## config.mk

```make
export PLATFORM = sky130hd
export DESIGN_NAME = block_serial_adder
export DESIGN_NICKNAME = d
export VERILOG_FILES = /design/src/rtl/block_serial_adder.sv
export SDC_FILE = /design/constraint.sdc
export NUM_CORES = 1
export LEC_CHECK = 0
export CORE_MARGIN = 3
export CORE_UTILIZATION = 45
export CTS_CLUSTER_SIZE = 24
export DETAILED_ROUTE_END_ITERATION = 6
export DONT_BUFFER_PORTS = 1
export PLACE_DENSITY_LB_ADDON = 0.05
export SLEW_MARGIN = 20
export SYNTH_ARGS = -nofsm -noshare
export SYNTH_HDL_FRONTEND = slang
export SYNTH_SLANG_ARGS = --single-unit
```

## constraint.sdc

```tcl
create_clock -name clk -period 2.1 [get_ports clk]
set_input_delay 0.21 -clock clk [delete_from_list [all_inputs] [get_ports clk]]
set_output_delay 0.21 -clock clk [all_outputs]
set_load 0.005 [all_outputs]
```

## src/rtl/block_serial_adder.sv

```systemverilog
// -----------------------------------------------------------------------------
// block_serial_adder
//
// Adds or subtracts two WIDTH-bit operands one BLOCK-bit slice per clock. The
// carry between slices is kept in a register. A start/busy/done handshake lets
// a controlling FSM launch one operation at a time.
//
// Subtraction computes a - b - c_in. It does this by adding ~b with carry-in
// ~c_in, so c_out = 0 means a borrow occurred.
//
// Ports:
//   clk       rising-edge clock
//   rst       asynchronous active-high reset; aborts any operation in flight
//   start     request; sampled only in IDLE or DONE
//   sub       0 = add, 1 = subtract (latched with start)
//   a, b      operands (latched with start)
//   c_in      carry-in / borrow-in (latched with start)
//   busy      high while slices are processed (NBLK cycles)
//   done      one-cycle pulse when the results are valid
//   sum       result; holds until the next accepted start
//   c_out     carry out of the MSB
//   ovf       two's-complement signed overflow
//   skip_cnt  number of slices whose bits all propagate
// -----------------------------------------------------------------------------
module block_serial_adder #(
    parameter  int WIDTH = 16,
    parameter  int BLOCK = 4,
    localparam int NBLK  = WIDTH / BLOCK,
    localparam int CNTW  = $clog2(NBLK + 1)
) (
    input  logic              clk,
    input  logic              rst,
    input  logic              start,
    input  logic              sub,
    input  logic [WIDTH-1:0]  a,
    input  logic [WIDTH-1:0]  b,
    input  logic              c_in,
    output logic              busy,
    output logic              done,
    output logic [WIDTH-1:0]  sum,
    output logic              c_out,
    output logic              ovf,
    output logic [CNTW-1:0]   skip_cnt
);

    typedef enum logic [1:0] {
        ST_IDLE = 2'd0,
        ST_RUN  = 2'd1,
        ST_DONE = 2'd2
    } state_t;

    localparam logic [CNTW-1:0] LAST_K = CNTW'(NBLK - 1);

    state_t             state_r;
    state_t             next_state_s;
    logic               busy_nxt_s;
    logic               done_nxt_s;
    logic               accept_s;

    // Operand registers shift right by one slice per RUN cycle, so the
    // active slice always sits in the low BLOCK bits.
    logic [WIDTH-1:0]   a_r;
    logic [WIDTH-1:0]   b_r;
    logic               carry_r;
    logic [CNTW-1:0]    k_r;

    logic [BLOCK-1:0]   a_sl_s;
    logic [BLOCK-1:0]   b_sl_s;
    logic [BLOCK:0]     slice_sum_s;
    logic               prop_s;
    logic               msb_carry_s;
    logic [WIDTH-1:0]   sum_shift_s;

    // A start is honoured only when no operation is in flight.
    assign accept_s = start && ((state_r == ST_IDLE) || (state_r == ST_DONE));

    // State register.
    always_ff @(posedge clk or posedge rst) begin
        if (rst) begin
            state_r <= ST_IDLE;
        end else begin
            state_r <= next_state_s;
        end
    end

    // Next-state logic.
    always_comb begin
        next_state_s = ST_IDLE;
        case (state_r)
            ST_IDLE: begin
                if (start) begin
                    next_state_s = ST_RUN;
                end else begin
                    next_state_s = ST_IDLE;
                end
            end
            ST_RUN: begin
                if (k_r == LAST_K) begin
                    next_state_s = ST_DONE;
                end else begin
                    next_state_s = ST_RUN;
                end
            end
            ST_DONE: begin
                if (start) begin
                    next_state_s = ST_RUN;
                end else begin
                    next_state_s = ST_IDLE;
                end
            end
            default: begin
                next_state_s = ST_IDLE;
            end
        endcase
    end

    // Output decode, taken from the next state so that busy/done can be registered.
    always_comb begin
        busy_nxt_s = 1'b0;
        done_nxt_s = 1'b0;
        case (next_state_s)
            ST_RUN: begin
                busy_nxt_s = 1'b1;
            end
            ST_DONE: begin
                done_nxt_s = 1'b1;
            end
            default: begin
                busy_nxt_s = 1'b0;
                done_nxt_s = 1'b0;
            end
        endcase
    end

    // Registered handshake outputs.
    always_ff @(posedge clk or posedge rst) begin
        if (rst) begin
            busy <= 1'b0;
            done <= 1'b0;
        end else begin
            busy <= busy_nxt_s;
            done <= done_nxt_s;
        end
    end

    // Slice adder and propagate detect for the current low slice.
    always_comb begin
        a_sl_s      = a_r[BLOCK-1:0];
        b_sl_s      = b_r[BLOCK-1:0];
        slice_sum_s = {1'b0, a_sl_s} + {1'b0, b_sl_s} + {{BLOCK{1'b0}}, carry_r};
        prop_s      = &(a_sl_s ^ b_sl_s);
        // Carry into the slice MSB, recovered from the sum bit and its operands.
        msb_carry_s = a_sl_s[BLOCK-1] ^ b_sl_s[BLOCK-1] ^ slice_sum_s[BLOCK-1];
        // The new slice enters at the top; after NBLK shifts, sum is aligned.
        sum_shift_s = sum >> BLOCK;
        sum_shift_s[WIDTH-1 -: BLOCK] = slice_sum_s[BLOCK-1:0];
    end

    // Datapath: latch on accept, then process one slice per RUN cycle.
    always_ff @(posedge clk or posedge rst) begin
        if (rst) begin
            a_r      <= {WIDTH{1'b0}};
            b_r      <= {WIDTH{1'b0}};
            carry_r  <= 1'b0;
            k_r      <= {CNTW{1'b0}};
            sum      <= {WIDTH{1'b0}};
            c_out    <= 1'b0;
            ovf      <= 1'b0;
            skip_cnt <= {CNTW{1'b0}};
        end else if (accept_s) begin
            a_r      <= a;
            b_r      <= sub ? ~b : b;
            carry_r  <= sub ? ~c_in : c_in;
            k_r      <= {CNTW{1'b0}};
            sum      <= {WIDTH{1'b0}};
            c_out    <= 1'b0;
            ovf      <= 1'b0;
            skip_cnt <= {CNTW{1'b0}};
        end else if (state_r == ST_RUN) begin
            a_r     <= a_r >> BLOCK;
            b_r     <= b_r >> BLOCK;
            carry_r <= slice_sum_s[BLOCK];
            sum     <= sum_shift_s;
            k_r     <= k_r + CNTW'(1);
            if (prop_s) begin
                skip_cnt <= skip_cnt + CNTW'(1);
            end
            if (k_r == LAST_K) begin
                c_out <= slice_sum_s[BLOCK];
                ovf   <= msb_carry_s ^ slice_sum_s[BLOCK];
            end
        end
    end

endmodule

```

==> summary.md <==
| Metric | Value |
|---|---|
| Status | `finished clean` |
| Inserted Clock Buffers | `9` |
| Worst R2R Path Depth | `8` |
| Placed Instances | `330` |
| Wire length per cell | `16.01 um` |
| Final hold vios | `0` |
| Post-Syn Area | `0.002821 mm^2` |
| CP Buf/Inv Count | `2` |
| Vias in the first global route | `1932` |
| Levels on crit path | `8` |
| Synth warn | `0` |
| Initial Util | `0.4710` |
| CTS H-Tree Depth | `3` |
| Area leader, netlist | `dfrtp_1` |
| Synth top area share | `0.5410` |
| Crit path cell chain | `inv_1 -> fa_1 -> inv_1 -> fa_1 -> a21o_1 -> a21oi_1 -> xor2_1 -> o21ai_1` |
| Avg Vias per Cell | `5.384` |
| # rows | `28` |
| GPL Wtd Cong | `0.7713` |
| Syn_area_per_cell | `10.53 um^2` |
| Initial antenna violation count | `0` |
| Max-cap viol count | `0` |
| First-pass DRT Iterations | `5` |
| Slew Viols, Final | `0` |
| Via count | `between 1500 and 2000` |
| Syn Nets | `314` |
| Full die area | `just over 0.007 mm^2` |
| GRT Total Usage | `0.1695` |
| Synth Area in Adders | `0.04523` |
| TNS Setup | `0 ps` |
| Multi-input gate area | `0.001117 mm^2` |
| Hold Path Cell Cnt | `1` |
| Max-slew headroom | `0.6465` |
| Tightest Pin Transition | `approximately 530 ps` |
| Ports | `60` |
| # fillers | `~570` |
| Post-route ant nets | `0` |
| Clk slew on worst S/H paths | `60 ps` |
| Slowest-stage cell, CP | `fa_1` |
| CP top delay family | `adder cells` |
| Synth top area cells | `dfrtp_1 54%, nand2_1 7.3%, a22o_1 5.6%` |
| Endpoints failing setup | `0` |
| Critical Path Sink Type | `flop` |
| Startpoint Class | `flop` |
| CTS tree | `done` |
| PwrDens | `1591 mW/mm^2` |
| Cell area after layout | `0.003017 mm^2` |
| Minimum clock period | `around 1900 ps` |
| Post-synthesis mux area share | `0.003548` |
| Ratio of cells with drive above 1 in the final layout | `0.08118` |
| Area Overhead vs Synth | `6.918%` |
| Min Hold Slack | `11.29 ps` |
| Leakage | `0.001411 uW` |
| Synth Area in XOR/XNOR | `0.06829` |
| Final WL | `5539 um` |
| Seq/Total Area, Yosys | `0.5410` |
| Post-Synthesis Cells | `around 270` |
| Core region area | `0.005991 mm^2` |
| Pin count of the biggest net entering global routing | `between 60 and 70` |
| Yosys reg bits | `61` |
| Post-CTS Resized | `0` |
| N_diodes | `0` |
| Die Height | `~85 um` |
| Register Area | `0.001526 mm^2` |
| Largest family of logic cells by synthesized area | `compound AO/OA/AOI/OAI gates` |
| Hold WC Path Type | `in2reg` |
| Register-to-register setup slack | `170 ps` |
| Compound-Gate Fraction of Synth Area | `0.1494` |
| Fmax | `518.9 MHz` |
| WS Path Type | `reg2reg` |
| VDD IR-drop max | `0.7403 mV` |
| Sink Count | `slightly above 60` |
| Fin nets | `313` |
| Later-pin clock latency in the skew report | `~330 ps` |
| Placed Area | `0.002829 mm^2` |
| WP data arrival | `around 2100 ps` |
| Worst path max stage delay | `~400 ps` |
| CTS Buffer Depth | `2` |
| RSZ-0062 raised after global routing | `no` |
| Grt total ovfl | `0` |
| Clock root buffer | `clkbuf_8` |
| Initial DRC Count | `73` |
| DR DRC count | `0` |
| PortBufs | `0` |
| Crit-path max FO | `3` |
| Post-layout util | `0.5036` |
| Final Instance Count excl. Fillers | `346` |
| Post-Synth Simple-Gate Area | `0.1295` |
| Worst Skew | `3.972 ps` |
| HPWL Detailed | `3593 um` |
| Die Width | `85.18 um` |
| Period utilisation layout | `0.9177` |
| Yosys cell types | `29` |
| Global-route wire length before repair | `9542 um` |
| Worst EP required | `2320 ps` |
[power by group]
part           internal (uW)  switching (uW)
logic                    767            1050
registers               1690             338
clock network            518             432
total                   2980            1820
[routing by layer]
metal  GRT usage  vias up  wire (um)
li1            -      910          -
met1      0.2121      891       2527
met2      0.2620       50       2543
met3     0.05631       12        365
met4     0.08633        0        102
met5           0        -          0
[final cells by class]
type,instances,share of cell area
clock inverters,1,0.001659
multi-input cells,179,0.3704
clock buffers,14,0.05724
repair buffers,7,0.02240
well taps,75,0.03111
flip-flops and latches,61,0.5060
inverters,9,0.01120
[cell usage in the layout, fill, tap and decap left out, types with 8 or more instances in the layout]
master / n
dfrtp_1: 61
nand2_1: 55
nor2_1: 20
a22o_1: 18
a31oi_1: 15
xor2_1: 13
clkbuf_8: 12
o21ai_0: 11
xnor2_1: 9
a22oi_1: 8
inv_1: 8
[worst paths after layout]
kind	startpoint	to
setup / recovery	a_r[0]$_DFFE_PP0P_	ovf$_DFFE_PP0P_
hold / removal	a[13]	a_r[13]$_DFFE_PP0P_
setup reg to reg	a_r[0]$_DFFE_PP0P_	ovf$_DFFE_PP0P_
hold reg to reg	a_r[7]$_DFFE_PP0P_	a_r[7]$_DFFE_PP0P_
max in group asynchronous	rst	a_r[6]$_DFFE_PP0P_
min in group asynchronous	rst	sum[3]$_DFFE_PP0P_
[state kept, by name (all words and copies together), names as in the netlist]
signal / cells
k_r: 3
state_r: 2
c_out: 1
sum: 16
skip_cnt: 3
carry_r: 1
busy: 1
b_r: 16
a_r: 16
done: 1
ovf: 1
[cell usage after synthesis (all sizes together)]
library cell / instances
dfrtp: 61
nand2: 55
nor2: 21
buf: 19
a22o: 18
a31oi: 15
o21ai: 14
xor2: 13
inv: 9
xnor2: 9
a22oi: 8
ha: 7
a21oi: 3
and2b: 2
fa: 2
nand2b: 2
nand3: 2
nor3: 2
a211oi: 1
a21o: 1
a221o: 1
mux2i: 1
nand3b: 1
nand4: 1
[kinds of logic (layout without fill, tap and decap cells)]
family,Yosys count,count (layout)
DFF,61,61
buffers and inverters,28,31
muxes,1,1
xor gates and xnor gates,22,22
and+or+nand+nor,86,86
adders and majority gates,9,9
AOI/OAI and AO/OA,61,61
[timing repair]
item	4_1_cts	5_1_grt
endpoints found under the hold margin	61	0
hold buffers	1	0
setup buffers	0	0
[stage by stage]
step                      power (uW)  setup slack, ps
after floorplan                 3599            326.4
after global placement          3883            242.6
after detailed placement        3915            187.7
after CTS                       4875            172.1
after global routing            5244            17.85
final                           4800            172.9
Note: power is estimated with default switching activity, not from simulation.
